==> config.mk <==
export PLATFORM = sky130hd
export DESIGN_NAME = xga_timing_pipeline
export DESIGN_NICKNAME = d
export VERILOG_FILES = /design/src/rtl/xga_timing_pipeline.sv
export SDC_FILE = /design/constraint.sdc
export NUM_CORES = 1
export LEC_CHECK = 0
export CAP_MARGIN = 5
export CORE_MARGIN = 8
export CORE_UTILIZATION = 32
export DETAILED_ROUTE_END_ITERATION = 16
export PLACE_DENSITY_LB_ADDON = 0.05
export REMOVE_ABC_BUFFERS = 1
export SLEW_MARGIN = 20
export SYNTH_ARGS = -nofsm -noshare
export SYNTH_HDL_FRONTEND = slang
export SYNTH_SLANG_ARGS = --single-unit
export TNS_END_PERCENT = 5
==> constraint.sdc <==
create_clock -name clk -period 3.5 [get_ports clk]
set_clock_uncertainty 0.05 [all_clocks]
set_input_delay 0.35 -clock clk [delete_from_list [all_inputs] [get_ports clk]]
set_output_delay 0.35 -clock clk [all_outputs]
set_load 0.02 [all_outputs]
==> src/rtl/xga_timing_pipeline.sv <==
// ============================================================================
// Module   : xga_timing_pipeline
// Brief    : Parametrised raster timing generator with latency-matched pixel
//            output stage and built-in colour-bar pattern.
// Revision : 1.0
// ============================================================================
`default_nettype none

module xga_timing_pipeline #(
    parameter int H_ACTIVE       = 1024,
    parameter int H_FP           = 24,
    parameter int H_SYNC         = 136,
    parameter int H_BP           = 160,
    parameter int V_ACTIVE       = 768,
    parameter int V_FP           = 3,
    parameter int V_SYNC         = 6,
    parameter int V_BP           = 29,
    parameter int HS_ACTIVE_HIGH = 0,
    parameter int VS_ACTIVE_HIGH = 0,
    parameter int PIPE_DELAY     = 0,
    parameter int COLOR_W        = 8
) (
    input  logic                                             clk,
    input  logic                                             reset,
    input  logic                                             ce,
    input  logic                                             pattern_en,
    input  logic [COLOR_W-1:0]                               pix_r,
    input  logic [COLOR_W-1:0]                               pix_g,
    input  logic [COLOR_W-1:0]                               pix_b,
    output logic [$clog2(H_ACTIVE+H_FP+H_SYNC+H_BP)-1:0]     x,
    output logic [$clog2(V_ACTIVE+V_FP+V_SYNC+V_BP)-1:0]     y,
    output logic                                             active,
    output logic                                             frame_start,
    output logic                                             line_start,
    output logic [COLOR_W-1:0]                               VGA_R,
    output logic [COLOR_W-1:0]                               VGA_G,
    output logic [COLOR_W-1:0]                               VGA_B,
    output logic                                             VGA_BLANK_N,
    output logic                                             VGA_SYNC_N,
    output logic                                             VGA_HS,
    output logic                                             VGA_VS
);

    localparam int c_H_TOTAL = H_ACTIVE + H_FP + H_SYNC + H_BP;
    localparam int c_V_TOTAL = V_ACTIVE + V_FP + V_SYNC + V_BP;
    localparam int c_HW      = $clog2(c_H_TOTAL);
    localparam int c_VW      = $clog2(c_V_TOTAL);

    localparam logic [c_HW-1:0] c_H_LAST   = c_HW'(c_H_TOTAL - 1);
    localparam logic [c_HW-1:0] c_H_ACT    = c_HW'(H_ACTIVE);
    localparam logic [c_HW-1:0] c_HS_BEG   = c_HW'(H_ACTIVE + H_FP);
    localparam logic [c_HW-1:0] c_HS_END   = c_HW'(H_ACTIVE + H_FP + H_SYNC);
    localparam logic [c_HW-1:0] c_H_ONE    = c_HW'(1);
    localparam logic [c_VW-1:0] c_V_LAST   = c_VW'(c_V_TOTAL - 1);
    localparam logic [c_VW-1:0] c_V_ACT    = c_VW'(V_ACTIVE);
    localparam logic [c_VW-1:0] c_VS_BEG   = c_VW'(V_ACTIVE + V_FP);
    localparam logic [c_VW-1:0] c_VS_END   = c_VW'(V_ACTIVE + V_FP + V_SYNC);
    localparam logic [c_VW-1:0] c_V_ONE    = c_VW'(1);
    localparam logic            c_HS_ON    = (HS_ACTIVE_HIGH != 0);
    localparam logic            c_VS_ON    = (VS_ACTIVE_HIGH != 0);

    generate
        if (H_ACTIVE < 8 || H_FP < 1 || H_SYNC < 1 || H_BP < 1 ||
            V_ACTIVE < 1 || V_FP < 1 || V_SYNC < 1 || V_BP < 1 ||
            COLOR_W < 1 || PIPE_DELAY < 0 || PIPE_DELAY > 15) begin : g_bad_params
            $error("xga_timing_pipeline: illegal parameter set");
        end
    endgenerate

    logic [c_HW-1:0]    r_h;
    logic [c_VW-1:0]    r_v;
    logic               w_active;
    logic               w_hs0;
    logic               w_vs0;
    logic               w_hs_d;
    logic               w_vs_d;
    logic               w_act_d;
    logic [c_HW-1:0]    w_x_d;
    logic [c_HW+2:0]    w_x8;
    logic [2:0]         w_bar;
    logic [COLOR_W-1:0] w_r;
    logic [COLOR_W-1:0] w_g;
    logic [COLOR_W-1:0] w_b;
    logic [COLOR_W-1:0] r_r;
    logic [COLOR_W-1:0] r_g;
    logic [COLOR_W-1:0] r_b;
    logic               r_blank_n;
    logic               r_hs;
    logic               r_vs;

    always_ff @(posedge clk or posedge reset) begin
        if (reset) begin
            r_h <= '0;
            r_v <= '0;
        end else if (ce) begin
            if (r_h == c_H_LAST) begin
                r_h <= '0;
                r_v <= (r_v == c_V_LAST) ? '0 : r_v + c_V_ONE;
            end else begin
                r_h <= r_h + c_H_ONE;
            end
        end
    end

    assign w_active    = (r_h < c_H_ACT) && (r_v < c_V_ACT);
    assign w_hs0       = ((r_h >= c_HS_BEG) && (r_h < c_HS_END)) ? c_HS_ON : ~c_HS_ON;
    assign w_vs0       = ((r_v >= c_VS_BEG) && (r_v < c_VS_END)) ? c_VS_ON : ~c_VS_ON;
    assign x           = r_h;
    assign y           = r_v;
    assign active      = w_active;
    assign line_start  = ce && (r_h == '0);
    assign frame_start = ce && (r_h == '0) && (r_v == '0);

    // Stage-0 timing is delayed to meet colour arriving from the drawing pipe.
    generate
        if (PIPE_DELAY == 0) begin : g_nodelay
            assign w_hs_d  = w_hs0;
            assign w_vs_d  = w_vs0;
            assign w_act_d = w_active;
            assign w_x_d   = r_h;
        end else begin : g_delay
            logic [PIPE_DELAY-1:0] r_hs_sr;
            logic [PIPE_DELAY-1:0] r_vs_sr;
            logic [PIPE_DELAY-1:0] r_act_sr;
            logic [c_HW-1:0]       r_x_sr [PIPE_DELAY];

            always_ff @(posedge clk or posedge reset) begin
                if (reset) begin
                    r_hs_sr  <= {PIPE_DELAY{~c_HS_ON}};
                    r_vs_sr  <= {PIPE_DELAY{~c_VS_ON}};
                    r_act_sr <= '0;
                    for (int i = 0; i < PIPE_DELAY; i++) begin
                        r_x_sr[i] <= '0;
                    end
                end else if (ce) begin
                    r_hs_sr[0]  <= w_hs0;
                    r_vs_sr[0]  <= w_vs0;
                    r_act_sr[0] <= w_active;
                    r_x_sr[0]   <= r_h;
                    for (int i = 1; i < PIPE_DELAY; i++) begin
                        r_hs_sr[i]  <= r_hs_sr[i-1];
                        r_vs_sr[i]  <= r_vs_sr[i-1];
                        r_act_sr[i] <= r_act_sr[i-1];
                        r_x_sr[i]   <= r_x_sr[i-1];
                    end
                end
            end

            assign w_hs_d  = r_hs_sr[PIPE_DELAY-1];
            assign w_vs_d  = r_vs_sr[PIPE_DELAY-1];
            assign w_act_d = r_act_sr[PIPE_DELAY-1];
            assign w_x_d   = r_x_sr[PIPE_DELAY-1];
        end
    endgenerate

    // Bar index = floor(x*8/H_ACTIVE): x*8 is a shift, thresholds are constants.
    assign w_x8 = {w_x_d, 3'b000};

    always_comb begin
        w_bar = 3'd0;
        for (int k = 1; k < 8; k++) begin
            if (w_x8 >= (c_HW+3)'(k * H_ACTIVE)) begin
                w_bar = 3'(k);
            end
        end
    end

    always_comb begin
        w_r = '0;
        w_g = '0;
        w_b = '0;
        if (w_act_d) begin
            if (pattern_en) begin
                w_r = {COLOR_W{~w_bar[1]}};
                w_g = {COLOR_W{~w_bar[2]}};
                w_b = {COLOR_W{~w_bar[0]}};
            end else begin
                w_r = pix_r;
                w_g = pix_g;
                w_b = pix_b;
            end
        end
    end

    always_ff @(posedge clk or posedge reset) begin
        if (reset) begin
            r_r       <= '0;
            r_g       <= '0;
            r_b       <= '0;
            r_blank_n <= 1'b0;
            r_hs      <= ~c_HS_ON;
            r_vs      <= ~c_VS_ON;
        end else if (ce) begin
            r_r       <= w_r;
            r_g       <= w_g;
            r_b       <= w_b;
            r_blank_n <= w_act_d;
            r_hs      <= w_hs_d;
            r_vs      <= w_vs_d;
        end
    end

    assign VGA_R       = r_r;
    assign VGA_G       = r_g;
    assign VGA_B       = r_b;
    assign VGA_BLANK_N = r_blank_n;
    assign VGA_SYNC_N  = 1'b0;
    assign VGA_HS      = r_hs;
    assign VGA_VS      = r_vs;

endmodule

`default_nettype wire

==> results of run 1 <==
[through the flow]
step,hold slack (ns),instance area (µm²),cells,util (%),total power [mW]
6_report,0.449,3340,430,46.1,1.47
5_1_grt,0.470,3340,430,46.1,1.54
4_1_cts,0.453,3340,430,46.1,1.49
3_5_place_dp,0.431,3220,422,44.4,1.05
3_3_place_gp,0.444,3220,422,44.4,1.05
2_1_floorplan,0.350,2300,243,-,0.846
[cell families (layout without fill, tap and decap cells)]
logic type | after synthesis | in the layout | synth area share, %
AO/OA/AOI/OAI | 58 | 58 | 14.4
XOR/XNOR | 9 | 9 | 3.29
adder cells (fa/ha/maj) | 6 | 6 | 3.13
buffers and inverters | 51 | 122 | 9.24
flip-flops | 48 | 48 | 50.2
multiplexers | 2 | 2 | 0.836
other | 1 | 1 | 0.157
AND/OR/NAND/NOR | 85 | 85 | 18.7
[sequential cells by signal (all words and copies together) (netlist names)]
signal	cells
VGA_BLANK_N	1
y	10
VGA_R	8
VGA_G	8
VGA_HS	1
VGA_VS	1
VGA_B	8
x	11
[Yosys cell counts (4+ instances only)]
library cell,count
nand4_1,8
and4_1,4
nand3_1,7
nor2_1,34
nor3_1,4
a21oi_1,9
o22ai_1,24
inv_1,34
nand2_1,12
o21ai_0,14
xnor2_1,6
dfrtp_1,46
and3_1,4
ha_1,6
clkbuf_1,10
[power groups by stage]
| stage | Sequential, mW | Clock, mW | Combinational (mW) |
|---|---|---|---|
| 2_1_floorplan | 0.744 | 0 | 0.102 |
| 3_3_place_gp | 0.691 | 0 | 0.358 |
| 3_5_place_dp | 0.689 | 0 | 0.361 |
| 4_1_cts | 0.679 | 0.451 | 0.362 |
| 5_1_grt | 0.688 | 0.467 | 0.387 |
| 6_report | 0.678 | 0.437 | 0.355 |
[layout make-up]
class | instances | area [µm²] | share of cell area (%)
clock inverters | 2 | 38.8 | 1.16
repair buffers | 80 | 796 | 23.8
multi-input cells | 161 | 971 | 29.0
well taps | 99 | 124 | 3.70
clock buffers | 6 | 82.6 | 2.47
flip-flops and latches | 48 | 1200 | 36.0
inverters | 34 | 129 | 3.85
[per-layer routing]
layer | global-route usage (%) | up-vias | part of all wire, %
li1 | - | 1022 | -
met1 | 17.2 | 976 | 48
met2 | 20.2 | 69 | 43
met3 | 4.25 | 6 | 8.2
met4 | 3.39 | 0 | 0.94
met5 | 0 | - | 0
[how the worst min path moves through the flow]
| stage | from | endpoint | slack [ns] | depth (start not counted) |
|---|---|---|---|---|
| floorplan | ce | VGA_HS | 0.35 | 1 |
| global placement | VGA_VS | VGA_VS | 0.44 | 2 |
| detailed placement | VGA_HS | VGA_HS | 0.43 | 2 |
| CTS | VGA_HS | VGA_HS | 0.45 | 2 |
| global route | VGA_VS | VGA_VS | 0.47 | 2 |
| finish | reset | VGA_B[5] | 0.45 | 2 |
==> flow_summary.ini, run 1 <==
[status]
status = completed

[detailed_routing]
wl_per_cell_um = 15.8
drt-total-wl_um = 6800
ant_nets = 0
viasPerCell = 4.82
num_vias = 2073
first_pass_iters = 4
drc = 0
drtIter0Drc = 33

[cells_and_area]
fin_nets = 364
mostFrequentLayoutCells = clkdlybuf4s50_1 (78), dfrtp_1 (46), nor2_1 (34)
final_common_cell = clkdlybuf4s50_1
syn_to_final_growth_pct = 39.6
fill_cells = 733
drive_gt1_share_pct = 4.83
insertedDiodeCount = 0

[yosys]
synth_largest_area_cell = dfrtp_1
synth-seq-cells = 48
async_flop_share_pct = 100
synth_edf_count = 0
synth_area_um2 = 2400
synth_top_cell_area_share_pct = 48.0
yosysWarnings = 0
synth_top_flop_cell = dfrtp_1
syn_inst = 260
ys_types = 37
ys_top_cells_by_area = dfrtp_1 (48%), o22ai_1 (6.3%), inv_1 (5.3%), nor2_1 (5.3%), ha_1 (3.1%)
syn_area_per_cell_um2 = 9.22
yosysSeqAreaShare_pct = 50.2

[critical_path]
startpoint = x[0]
r2r_start = x[6]
crit_buf_inv = 2
crit_family = buffers and inverters
crit_path_start_kind = flip-flop
worst-path-stages = 6
cp.required_ns = 3.10
rr_endpoint = y[4]
worstSetupEndpointType = output port
critPathArrivalTime_ns = 2.25
r2r_cells = 4
path_class = reg2out
max_stage_delay_ns = 0.61
crit_fanout = 4
rrSetupSlack_ns = 1.44
critPathCapture = frame_start
slowest_stage = clkdlybuf4s50_1
crit_chain = inv_1, ha_1, nor4b_1, and3_1, and4_1, clkdlybuf4s50_1

[power_and_ir_drop]
p_leak_nw = 1.46
ir_worst_vdd_mv = 0.207
p_switching_mw = 0.453
power.density_nw_per_um2 = 440
sequentialPowerShare_pct = 46.1
p_clk_share_pct = 29.7
switching_share_pct = 30.8
p_comb_share_pct = 24.2
intPower_mw = 1.02

[sta]
worst_pin_slew_ns = 0.851
maxSlewHeadroom_pct = 43.2
setup_viol = 0
rsz0062_at_grt = false
final.period_utilization_pct = 75.8
fin_tns_setup_ns = 0
setup_ws_ns = 0.848
max_clock_freq_ghz = 0.377
finalHoldViolCount = 0
drv_slew = 0
period_minus_slack_ns = 2.65

[clock_tree]
cts_tree = yes
cts_root_buf = clkbuf_8
clkTransAtPathRegs_ns = 0.10
cts_setup_buffers = 0
cts_resized = 0
clock_latency_ns = 0.30
clockBufferDepth = 2
cts_hold_repair.buffers = 0
cts.sinks = 48
h-tree-depth = 2
cts_buffers = 5

[place]
dp_hpwl_um = 4710
place.gp.congestion = 0.804
dp_worst_setup_slack_ns = 0.911
io_buffers = 78

[hold_path]
hp-class = in2async

[global_routing]
globalRouteOverflowTotal = 0
grt_use_total_pct = 13.1
antenna_found_initial = 0
grt_pass1_vias = 2134
grt_pass1_wl_um = 10900
grt_max_degree = 49

[floorplan]
num_rows = 31
die_x_um = 103
ios = 80
die_y_um = 103
die_area_um2 = 10500
design.core.area_um2 = 7250
initial_utilization_pct = 33.0

[run]
drv_cap = 0
Power figures use the tool's default switching activity.
==> run 2, diff against run 1 <==
==> constraint.sdc (replaced) <==
create_clock -name clk -period 2.3 [get_ports clk]
set_clock_uncertainty 0.05 [all_clocks]
set_input_delay 0.23 -clock clk [delete_from_list [all_inputs] [get_ports clk]]
set_output_delay 0.23 -clock clk [all_outputs]
set_load 0.02 [all_outputs]
==> run 2 against run 1 <==
Effect of this change:
- final cell count up 4.4%
- die area stayed put
- count of clock-buffer cells in the layout shrank 1
- sequential share of layout area down 1.8 points
- combinational power is 82% higher
- largest power group unchanged
==> flow_summary.ini, run 2 (same netlist as run 1, synthesis figures left out) <==
[status]
status = completed

[power_and_ir_drop]
sequentialPowerShare_pct = 41.8
p_comb_share_pct = 27.6
p_leak_nw = 1.58
ir_worst_vdd_mv = 0.420
intPower_mw = 1.67
power.density_nw_per_um2 = 666
total_power_mw = 2.35
p_clk_share_pct = 30.6
p_switching_mw = 0.673
switching_share_pct = 28.7

[place]
dp_hpwl_um = 5070
io_buffers = 78
place.gp.congestion = 0.796

[clock_tree]
clock_latency_ns = 0.30
cts_tree = yes
clockBufferDepth = 2
clkTransAtPathRegs_ns = 0.09
h-tree-depth = 2
cts_setup_buffers = 0
cts_hold_repair.buffers = 0
cts.sinks = 48
cts_root_buf = clkbuf_8
cts_buffers = 5

[sta]
maxSlewHeadroom_pct = 64.2
finalHoldViolCount = 0
fin_tns_setup_ns = 0
final.period_utilization_pct = 90.1
period_minus_slack_ns = 2.07
drv_slew = 0
setup_viol = 0
rsz0062_at_grt = false
worst_pin_slew_ns = 0.536
max_clock_freq_ghz = 0.482

[detailed_routing]
first_pass_iters = 4
ant_nets = 0
drtIter0Drc = 58
num_vias = 2153
wl_per_cell_um = 15.5
viasPerCell = 4.80
drc = 0
drt-total-wl_um = 6960

[critical_path]
crit_fanout = 2
cp.required_ns = 2.02
r2r_start = x[6]
crit_path_start_kind = flip-flop
critPathArrivalTime_ns = 1.79
worstSetupEndpointType = output port
rr_endpoint = y[7]
r2r_cells = 6
rrSetupSlack_ns = 0.42
startpoint = x[0]
path_class = reg2out

[global_routing]
gr-usage-met3_pct = 3.85
grt_max_degree = 36
grt_pass1_vias = 2140
use_met1_pct = 17.6
antenna_found_initial = 0
grt_pass1_wl_um = 11000
grt_use_total_pct = 13.6
grt_busiest_layer = met2
use_met2_pct = 21.4
globalRouteOverflowTotal = 0

[cells_and_area]
largest_reg_flops = 11
drive_gt1_share_pct = 10.3
fill_cells = 705
mostFrequentLayoutCells = clkdlybuf4s50_1 (76), dfrtp_1 (46), nor2_1 (34)
insertedDiodeCount = 0
final_common_cell = clkdlybuf4s50_1
syn_to_final_growth_pct = 46.9
fin_nets = 384

[floorplan]
die_x_um = 103
design.core.area_um2 = 7250
die_area_um2 = 10500
initial_utilization_pct = 33.0
num_rows = 31
die_y_um = 103
ios = 80

[hold_path]
hp-class = in2async

[run]
drv_cap = 0
-- run 2: per-layer routing --
metal,up-vias,share of wire [%]
met4,0,0.91
met5,-,0
met3,5,7.2
met1,1026,46
met2,57,46
li1,1065,-
-- run 2: how the worst max path moves through the flow --
stage | cells past startpoint | slack, ns | endpoint
6_report | 6 | 0.23 | frame_start
5_1_grt | 6 | 0.07 | frame_start
4_1_cts | 6 | 0.03 | frame_start
3_5_place_dp | 5 | 0.04 | frame_start
3_3_place_gp | 5 | 0.05 | frame_start
2_1_floorplan | 4 | 0.47 | y[4]
-- run 2: area by class of cell --
| cell class | instances | area (µm²) | share of cell area (%) |
|---|---|---|---|
| repair buffers | 100 | 965 | 27.4 |
| clock buffers | 5 | 68.8 | 1.96 |
| inverters | 34 | 128 | 3.63 |
| multi-input cells | 161 | 971 | 27.6 |
| well taps | 99 | 124 | 3.52 |
| flip-flops and latches | 48 | 1200 | 34.2 |
| clock inverters | 2 | 60.1 | 1.71 |
-- run 2: timing repair --
item	4_1_cts	5_1_grt
endpoints found under the setup margin	2	1
pin swaps	0	0
resized for setup	2	2
-- run 2: critical path, cell delays in order, from the launching register on --
cell,delay (ns)
dfrtp_1,0.38
inv_1,0.09
ha_1,0.17
nor4b_1,0.24
and3_1,0.25
and4_1,0.21
clkbuf_2,0.17
-- run 2: power by group through the flow --
| stage | combinational [mW] | sequential, mW | clock, mW |
|---|---|---|---|
| global route | 0.711 | 0.998 | 0.770 |
| detailed placement | 0.659 | 0.999 | 0 |
| CTS | 0.662 | 0.983 | 0.748 |
| global placement | 0.655 | 0.999 | 0 |
| floorplan | 0.155 | 1.13 | 0 |
| finish | 0.646 | 0.982 | 0.718 |
-- run 2: metrics by stage --
| stage | setup slack (ns) | hold WS [ns] | util (%) | instances | area [µm²] |
|---|---|---|---|---|---|
| 3_5_place_dp | 0.0419 | 0.432 | 46.8 | 442 | 3400 |
| 3_3_place_gp | 0.0484 | 0.430 | 46.8 | 442 | 3400 |
| 6_report | 0.227 | 0.236 | 48.5 | 449 | 3520 |
| 5_1_grt | 0.0670 | 0.267 | 48.5 | 449 | 3520 |
| 4_1_cts | 0.0255 | 0.244 | 48.6 | 449 | 3520 |
| 2_1_floorplan | 0.473 | 0.230 | - | 243 | 2300 |
